<file path="src/rtl/rca_pipelined_addsub.sv">
`default_nettype none
// ============================================================================
//  Module      : rca_pipelined_addsub
//  Description : N-bit ripple-carry add/subtract unit cut into STAGES chunks
//                of N/STAGES bits. One chunk ripples per cycle, so the
//                critical path is set by the chunk width. Valid/ready on both
//                sides, global stall, full throughput.
//  Revision    : 1.0  initial release
// ============================================================================
module rca_pipelined_addsub #(
    parameter int N      = 16,
    parameter int STAGES = 4
) (
    input  logic         clk,
    input  logic         rst,
    input  logic         in_valid,
    output logic         in_ready,
    input  logic [N-1:0] x,
    input  logic [N-1:0] y,
    input  logic         cin,
    input  logic         sub,
    output logic         out_valid,
    input  logic         out_ready,
    output logic [N-1:0] s,
    output logic         cout,
    output logic         ovf
);

    // Chunk width handled by each stage, and index of the output stage.
    localparam int c_chunk_w = N / STAGES;
    localparam int c_last    = STAGES - 1;

    // Reject geometries that cannot be split into equal chunks.
    generate
        if ((STAGES < 1) || (STAGES > N) || ((N % STAGES) != 0)) begin : g_bad_params
            $error("rca_pipelined_addsub: N=%0d must be a multiple of STAGES=%0d with 1 <= STAGES <= N",
                   N, STAGES);
        end
    endgenerate

    // ------------------------------------------------------------------
    // Operand conditioning: subtraction is x + ~y + ~cin, so a borrow-in
    // of 1 becomes a carry-in of 0 and the final carry reads as NOT borrow.
    // ------------------------------------------------------------------
    logic [N-1:0] w_op_b;
    logic         w_c0;

    assign w_op_b = sub ? ~y : y;
    assign w_c0   = sub ? ~cin : cin;

    // ------------------------------------------------------------------
    // Pipeline state. Every stage carries the full x/op_b vectors (upper
    // bits still to be added, MSBs needed for overflow at the end), the
    // partial sum with chunks 0..k filled in, the chunk carry and a valid.
    // ------------------------------------------------------------------
    logic [N-1:0]      r_x     [STAGES];
    logic [N-1:0]      r_b     [STAGES];
    logic [N-1:0]      r_s     [STAGES];
    logic [STAGES-1:0] r_c;
    logic [STAGES-1:0] r_valid;

    // Next-state values produced by each stage's chunk adder.
    logic [N-1:0]      w_x_nxt [STAGES];
    logic [N-1:0]      w_b_nxt [STAGES];
    logic [N-1:0]      w_s_nxt [STAGES];
    logic [STAGES-1:0] w_c_nxt;

    // Global stall: a result is waiting and nobody takes it.
    logic w_stall;

    assign w_stall  = r_valid[c_last] & ~out_ready;
    assign in_ready = ~w_stall;

    // ------------------------------------------------------------------
    // Per-stage chunk adders
    // ------------------------------------------------------------------
    generate
        for (genvar k = 0; k < STAGES; k++) begin : g_stage
            logic [N-1:0]         w_xin;
            logic [N-1:0]         w_bin;
            logic [N-1:0]         w_sin;
            logic                 w_cin;
            logic [c_chunk_w-1:0] w_sum;
            logic [c_chunk_w:0]   w_carry;
            logic [N-1:0]         w_snext;

            if (k == 0) begin : g_head
                // First chunk works directly on the accepted operands.
                assign w_xin = x;
                assign w_bin = w_op_b;
                assign w_sin = '0;
                assign w_cin = w_c0;
            end else begin : g_body
                // Later chunks continue from the previous stage register.
                assign w_xin = r_x[k-1];
                assign w_bin = r_b[k-1];
                assign w_sin = r_s[k-1];
                assign w_cin = r_c[k-1];
            end

            // Ripple the carry through a chain of full adders over this chunk.
            always_comb begin
                w_carry    = '0;
                w_sum      = '0;
                w_carry[0] = w_cin;
                for (int i = 0; i < c_chunk_w; i++) begin
                    w_sum[i]     = w_xin[k*c_chunk_w+i] ^ w_bin[k*c_chunk_w+i] ^ w_carry[i];
                    w_carry[i+1] = (w_xin[k*c_chunk_w+i] & w_bin[k*c_chunk_w+i])
                                 | (w_carry[i] & (w_xin[k*c_chunk_w+i] ^ w_bin[k*c_chunk_w+i]));
                end
            end

            // Insert this chunk's sum into the partial result from below.
            always_comb begin
                w_snext                         = w_sin;
                w_snext[k*c_chunk_w+:c_chunk_w] = w_sum;
            end

            assign w_x_nxt[k] = w_xin;
            assign w_b_nxt[k] = w_bin;
            assign w_s_nxt[k] = w_snext;
            assign w_c_nxt[k] = w_carry[c_chunk_w];
        end
    endgenerate

    // Valid bits shift one stage per non-stalled cycle; bubbles travel too.
    always_ff @(posedge clk) begin
        if (rst) begin
            r_valid <= '0;
        end else if (!w_stall) begin
            r_valid[0] <= in_valid;
            for (int k = 1; k < STAGES; k++) begin
                r_valid[k] <= r_valid[k-1];
            end
        end
    end

    // Data registers advance in lock-step with the valid bits and clear on reset.
    always_ff @(posedge clk) begin
        if (rst) begin
            r_c <= '0;
            for (int k = 0; k < STAGES; k++) begin
                r_x[k] <= '0;
                r_b[k] <= '0;
                r_s[k] <= '0;
            end
        end else if (!w_stall) begin
            r_c <= w_c_nxt;
            for (int k = 0; k < STAGES; k++) begin
                r_x[k] <= w_x_nxt[k];
                r_b[k] <= w_b_nxt[k];
                r_s[k] <= w_s_nxt[k];
            end
        end
    end

    // ------------------------------------------------------------------
    // Outputs come straight from the last stage registers. Overflow is
    // signed: equal operand signs producing a result of the other sign.
    // ------------------------------------------------------------------
    assign out_valid = r_valid[c_last];
    assign s         = r_s[c_last];
    assign cout      = r_c[c_last];
    assign ovf       = (r_x[c_last][N-1] == r_b[c_last][N-1])
                     & (r_s[c_last][N-1] != r_x[c_last][N-1]);

endmodule
`default_nettype wire

</file>
<file path="config.mk">
export PLATFORM = sky130hd
export DESIGN_NAME = rca_pipelined_addsub
export DESIGN_NICKNAME = d
export VERILOG_FILES = /design/src/rtl/rca_pipelined_addsub.sv
export SDC_FILE = /design/constraint.sdc
export NUM_CORES = 1
export LEC_CHECK = 0
export BUFFER_PORTS_ARGS = -buffer_cell sky130_fd_sc_hd__buf_2
export CAP_MARGIN = 30
export CORE_UTILIZATION = 49
export CTS_BUF_LIST = sky130_fd_sc_hd__clkbuf_16
export DETAILED_ROUTE_END_ITERATION = 10
export GPL_TIMING_DRIVEN = 0
export MAX_ROUTING_LAYER = met4
export PLACE_DENSITY = 0.77
export REMOVE_ABC_BUFFERS = 1
export SLEW_MARGIN = 20
export SYNTH_ARGS = -nofsm -noshare
export SYNTH_HDL_FRONTEND = slang
export SYNTH_SLANG_ARGS = --single-unit
</file>
<file path="constraint.sdc">
create_clock -name clk -period 4.3 [get_ports clk]
set_clock_uncertainty 0.2 [all_clocks]
set_input_delay 0.645 -clock clk [delete_from_list [all_inputs] [get_ports clk]]
set_output_delay 0.645 -clock clk [all_outputs]
set_load 0.02 [all_outputs]
</file>
After elaboration in Yosys (flattened, before gate mapping)
Memory sizes are Yosys's and may differ from the RTL's.
Index checks and enable logic that the tools add are counted.
{"block": "word_totals", "ff_bits": 8, "n_memories": 3, "in_bits": 38, "ram_bits": 192}
{"block": "op_classes", "n_bitwise": 98, "eq_ne": 2, "mux": 19}
{"memory": "r_b", "words": 4, "word_bits": 16, "rd": 4, "rd_ports_with_merged_regs": 0, "wr": 4, "line_no": "57", "text": "logic [N-1:0] r_b [STAGES];"}
{"memory": "r_s", "words": 4, "word_bits": 16, "rd": 4, "rd_ports_with_merged_regs": 0, "wr": 4, "line_no": "58", "text": "logic [N-1:0] r_s [STAGES];"}
{"memory": "r_x", "words": 4, "word_bits": 16, "rd": 4, "rd_ports_with_merged_regs": 0, "wr": 4, "line_no": "56", "text": "logic [N-1:0] r_x [STAGES];"}
{"cell": "16-bit 2-to-1 mux", "count": 13}
{"cell": "1-bit AND", "count": 34}
{"cell": "1-bit XOR", "count": 32}
{"cell": "1-bit OR", "count": 28}
{"cell": "16-bit NOT", "count": 1}
{"cell": "1-bit 2-to-1 mux", "count": 6}
{"cell": "1-bit NOT", "count": 3}
{"cell": "1-bit == test", "count": 1}
{"cell": "1-bit != test", "count": 1}

Longest topological paths before layout
Gate-level depths: netlist (run 1).
{"block": "depth", "ltp_word": 11, "ltp_mapped": 11, "depth_no_buf": 9}

Worst setup path after synthesis (run 1)
OpenSTA, ideal clock, no wires.
{"block": "synth_timing", "kind": "in2reg", "from": "in rst", "to": "mem r_b[0][10] (enable)", "n_path_buf": 1, "required_time_ns": 3.636, "arrival_ns": 3.034, "path_slack_ns": 0.602, "cell_stages": 2, "cell_sequence": "buf_2 > nand2b_1"}
{"item": "start, declared", "line_no": "15", "text": "input logic rst,"}
{"item": "end, declared", "line_no": "57"}

==> results of run 1 <==
## stage by stage
step / power [mW] / util, % / instances / hold slack, ps
6_report: 2.16 / 59.0 / 478 / 256
5_1_grt: 2.25 / 59.0 / 478 / 278
4_1_cts: 2.19 / 59.0 / 478 / 258
3_5_place_dp: 1.34 / 55.5 / 462 / 245
3_3_place_gp: 1.32 / 53.7 / 456 / 230
2_1_floorplan: 1.26 / - / 270 / 219
## per-layer routing
layer | GRT usage (%) | part of all wire (%) | vias up
met5 | - | 0 | -
met4 | 5.77 | 1.4 | 0
li1 | - | - | 1140
met2 | 23.9 | 52 | 39
met1 | 19.2 | 44 | 1207
met3 | 3.76 | 3.2 | 7
## critical path, delay by kind of cell
family	cells	cell delay, ps
adder cells (fa/ha/maj)	4	1360
buffers and inverters	3	570
XOR/XNOR	1	250
AND/OR/NAND/NOR	1	150
## kinds of logic after synthesis
family | Yosys count | synth area share [%]
compound gates | 7 | 0.935
xor+xnor | 17 | 3.18
fa+ha+maj | 16 | 6.84
buf+inv | 50 | 5.72
flops | 98 | 61.1
mux | 2 | 0.427
simple gates | 103 | 21.8
## power breakdown
group	internal [mW]	switching (mW)	leakage [nW]
clock network	0.508	0.336	0.151
registers	1.11	0.0172	1.13
logic	0.0957	0.0934	0.882
total	1.71	0.447	2.17
## flip-flops by register name, summed over array words and instances (netlist names)
| register | flops |
|---|---|
| r_s | 40 |
| r_b | 25 |
| r_x | 25 |
| r_c | 4 |
| r_valid | 4 |
## worst max-delay path by stage
stage              start         end  slack [ps]  depth (start not counted)
6_report             sub   r_s[0][3]        1170                          9
4_1_cts              sub   r_s[0][3]        1160                          9
2_1_floorplan  out_ready  r_b[0][10]       -1330                          2
3_5_place_dp         sub   r_s[0][3]         820                          9
3_3_place_gp   out_ready   r_x[0][9]       -3290                          3
5_1_grt              sub   r_s[0][3]        1050                          9
## cell usage after synthesis
cell type   n
a211oi_1    3
a21oi_1     1
buf_2      10
buf_4       2
buf_6       8
clkbuf_1    3
dfxtp_1     8
edfxtp_1   90
fa_1       16
inv_1      26
inv_2       1
mux2i_1     2
nand2_1     1
nand2b_1    6
nand4bb_1   2
nor2b_4     1
nor3_1     12
nor3_2     10
nor3b_1    21
nor3b_2    50
o21ai_0     2
o22ai_1     1
xnor2_1    14
xor2_1      3
## area by class of cell
class	count	area (um^2)	share of cell area, %
inverter	27	101	1.86
sequential	98	2860	52.5
clock buffer	9	225	4.13
timing repair buffer	63	442	8.11
multi-input combinational	145	1560	28.7
tap	129	161	2.96
clock inverter	7	93.8	1.72
==> impl_metrics.json, run 1 <==
{
  "grt_pass1_vias": 2347,
  "ys_seq_elements": 98,
  "hold_violations": 0,
  "peakVddDrop_uv": 168,
  "dieHeight_um": 99.8,
  "clockBufferDepth": 2,
  "core-area_um2": 9240,
  "areaGrowthSynthToFinish_pct": 16.3,
  "n_fill_cell": 720,
  "whs_endpoint": "r_valid[3]",
  "path_class": "in -> reg",
  "cp_common_cell": "fa_1",
  "clk_latency_ps": 330,
  "hp-start": "r_valid[2]",
  "setup_viol": 0,
  "drive_gt1_share_pct": 40.7,
  "syn_avg_cell_area_um2": 16.0,
  "diodes": 0,
  "dieArea_um2": 9960,
  "final_net_count": 398,
  "worst_pin_slew_ps": 599,
  "reg2regPathDepth": 6,
  "place_congestion": 0.716,
  "critPathRequiredTime_ps": 4160,
  "die_w_um": 99.8,
  "portBuffers": 57,
  "antenna_found_initial": 0,
  "syn_inst": 293,
  "yosysTopAreaCellShare_pct": 57.7,
  "ys_warn_count": 0,
  "postPlaceCellArea_um2": 5130,
  "grt-ovfl-total": 0,
  "final_cell_mix": "edfxtp_1 (90), buf_2 (56), nor3b_2 (50), inv_1 (26), nor3b_1 (21)",
  "critPathSlowestCell": "buf_2",
  "first_pass_iters": 4,
  "holdPathStages": 2,
  "r2r_end": "r_b[0][11]",
  "dp_slack_ps": 823,
  "crit_path_end_kind": "flop",
  "period_minus_slack_ps": 3130,
  "powerDensity_nw_per_um2": 397,
  "r2r_slack_ps": 1550,
  "setup_ws_ps": 1170,
  "viasPerCell": 5.01,
  "cts_resized": 0,
  "grt_pass1_wl_mm": 11.1,
  "grt_max_degree": 57,
  "critPathArrivalTime_ps": 2990,
  "postCtsSetupRepairBufs": 0,
  "clock_sinks": 98,
  "rows": 35,
  "power_leakage_nw": 2.17,
  "crit_path_max_fanout": 17,
  "ant_nets": 0,
  "yosysTopAreaCell": "edfxtp_1",
  "layout_commonest_cell": "edfxtp_1",
  "cpPeakStageDelay_ps": 430,
  "dp_hpwl_mm": 4.16,
  "cts_tree": "yes",
  "pin_count": 58,
  "critPathLaunchType": "input port",
  "ys_types": 24,
  "max_freq_mhz": 320,
  "cts_root_buf": "clkbuf_16",
  "start_util_pct": 50.7,
  "track_usage_pct": 15.2,
  "synth_area_leaders": "edfxtp_1 (58%), nor3b_2 (13%), fa_1 (6.8%), dfxtp_1 (3.4%), nor3b_1 (3.4%)",
  "slew_headroom_pct": 60.0,
  "wirelength_mm": 6.72,
  "wl_per_cell_um": 14.1,
  "final_cell_area_um2": 5450,
  "clk_transition_reported_paths_ps": 60,
  "fin_crit_sh_pct": 72.7,
  "rsz0062_at_grt": "no",
  "cts_inserted_buffers": 9,
  "hold_path.class": "reg -> reg",
  "netlist_area_um2": 4680,
  "yosysSeqAreaShare_pct": 61.1,
  "crit_chain": "buf_2 > xor2_1 > fa_1 > inv_1 > fa_1 > fa_1 > inv_1 > fa_1 > nor3b_1",
  "cts_hold_buf": 0,
  "drtIter0Drc": 93,
  "htree_levels": 3,
  "dr_total_vias": 2393,
  "max_cap_viol_count": 0,
  "drc": 0,
  "status": "finished clean",
  "setup_tns_ps": 0,
  "reg2reg_from": "r_valid[3]",
  "drv_slew": 0
}
(Power assumes the default switching activity.)
==> run 2, diff against run 1 <==
- PLACE_DENSITY: 0.77 -> 0.8
- clock period: 4.3 -> 2.55 ns (I/O delays scaled with it)
==> impl_metrics.json, run 2 (synthesis gave the netlist of run 1 again) <==
{
  "clk_latency_ps": 340,
  "dp_slack_ps": -594,
  "cp_common_cell": "fa_1",
  "r2r_slack_ps": 140,
  "ant_nets": 0,
  "worst_pin_slew_ps": 611,
  "critPathArrivalTime_ps": 2290,
  "grt_pass1_wl_mm": 11.3,
  "status": "finished clean",
  "grt_max_degree": 56,
  "crit_path_max_fanout": 17,
  "clockBufferDepth": 2,
  "path_class": "in -> reg",
  "clock_sinks": 98,
  "start_util_pct": 50.7,
  "grt_pass1_vias": 2350,
  "crit_buf_inv": 3,
  "r2r_end": "r_s[3][15]",
  "drv_slew": 0,
  "whs_endpoint": "r_valid[0]",
  "critPathRequiredTime_ps": 2430,
  "rsz0062_at_grt": "no",
  "period_minus_slack_ps": 2420,
  "fin_crit_sh_pct": 94.7,
  "critPathSlowestCell": "fa_1",
  "setup_viol": 0,
  "htree_levels": 3,
  "cts_root_buf": "clkbuf_16",
  "max_freq_mhz": 414,
  "clk_transition_reported_paths_ps": 60,
  "die_w_um": 99.8,
  "grt-ovfl-total": 0,
  "crit_path_end_kind": "flop",
  "reg2regPathDepth": 8,
  "wirelength_mm": 6.80,
  "n_fill_cell": 712,
  "reg_top3": "r_s: 40 flops, r_b: 25 flops, r_x: 25 flops",
  "dieArea_um2": 9960,
  "first_pass_iters": 4,
  "largest_reg_flops": 40,
  "crit_chain": "buf_12 > xor2_4 > fa_1 > inv_1 > fa_1 > fa_1 > inv_1 > fa_1 > nor3b_1",
  "reg2reg_from": "r_c[2]",
  "wl_per_cell_um": 14.2,
  "track_usage_pct": 15.5,
  "rows": 35,
  "portBuffers": 57,
  "areaGrowthSynthToFinish_pct": 17.9,
  "critPathLaunchType": "input port",
  "pin_count": 58,
  "dp_hpwl_mm": 4.31,
  "cpLargestDelayFamily": "adder cells",
  "diodes": 0,
  "core-area_um2": 9240,
  "cpPeakStageDelay_ps": 390,
  "hp-start": "in_valid",
  "antenna_found_initial": 0,
  "holdPathStages": 3,
  "drtIter0Drc": 100,
  "setup_tns_ps": 0,
  "drc": 0,
  "dr_total_vias": 2382,
  "power_leakage_nw": 2.19,
  "slew_headroom_pct": 59.3,
  "place_congestion": 0.691,
  "max_cap_viol_count": 0,
  "cts_tree": "yes",
  "layout_commonest_cell": "edfxtp_1",
  "powerDensity_nw_per_um2": 658,
  "final_net_count": 400,
  "peakVddDrop_uv": 406,
  "setup_ws_ps": 135,
  "hold_violations": 0,
  "hold_path.class": "in -> reg",
  "viasPerCell": 4.97,
  "cts_inserted_buffers": 9,
  "regMostFlops": "r_s",
  "drive_gt1_share_pct": 43.4,
  "final_cell_mix": "edfxtp_1 (90), buf_2 (55), nor3b_2 (50), inv_1 (25), nor3b_1 (21)",
  "dieHeight_um": 99.8
}
==> run 2: cell count changes in the layout (fill, tap and decap cells not counted), moves of 2 or more <==
cell / change
fa_2: +3
xor2_1: -2
nor3_1: -3
inv_2: +2
fa_1: -3
nor3_2: +3
==> run 2: area by class of cell <==
class	instances	area, um^2	share of cell area (%)
clock inverters	6	83.8	1.52
repair buffers	64	472	8.54
clock buffers	9	225	4.08
flip-flops and latches	98	2860	51.8
multi-input cells	146	1620	29.3
well taps	129	161	2.92
inverters	27	101	1.83
==> run 2: how the worst max path moves through the flow <==
stage	startpoint	to	slack (ps)	cells past startpoint
finish	sub	r_s[0][3]	130	9
global route	r_x[2][12]	r_s[3][15]	8	8
CTS	r_x[2][12]	r_s[3][15]	3	8
detailed placement	sub	r_s[0][3]	-590	9
global placement	out_ready	r_x[1][10]	-4770	3
floorplan	r_valid[3]	r_b[0][10]	-3050	2
==> run 2: power by group <==
group / switching, mW / internal [mW] / leakage [nW] / total [mW]
Sequential: 0.0297 / 1.87 / 1.13 / 1.90
Combinational: 0.163 / 0.169 / 0.902 / 0.332
Clock: 0.555 / 0.848 / 0.149 / 1.40
==> run 2: per-stage QoR <==
step                      power (mW)  utilization, %  instances  area (um^2)  hold WS, ps
after global placement          2.23            53.7        456         4960          230
after floorplan                 2.12               -        270         4520          219
after global routing            3.78            59.8        479         5530          134
final                           3.64            59.8        479         5530          121
after detailed placement        2.26            55.6        462         5140          238
after CTS                       3.66            59.2        479         5470          103
==> run 2: timing repair <==
action                     CTS  global route
hold buffers                 0             0
setup endpoints to repair   78             4
setup buffers                1             0
resized for setup            2            13
gates cloned                 1             0
pin swaps                    0             3
hold endpoints to repair     0             0
==> run 2: per-layer routing <==
layer  up-vias  global-route usage (%)  wire length [um]
li1       1147                       -                 -
met1      1185                    18.6              2970
met2        41                    25.3              3540
met3         9                    2.58               165
met4         0                    8.14               128
met5         -                       -                 0
==> run 2: worst reg2reg max path, stage by stage (launching register included) <==
cell     delay, ps
dfxtp_1        320
inv_1          120
fa_1           180
inv_1           50
fa_1           380
fa_1           370
inv_1           80
fa_1           430
nor3_2         140
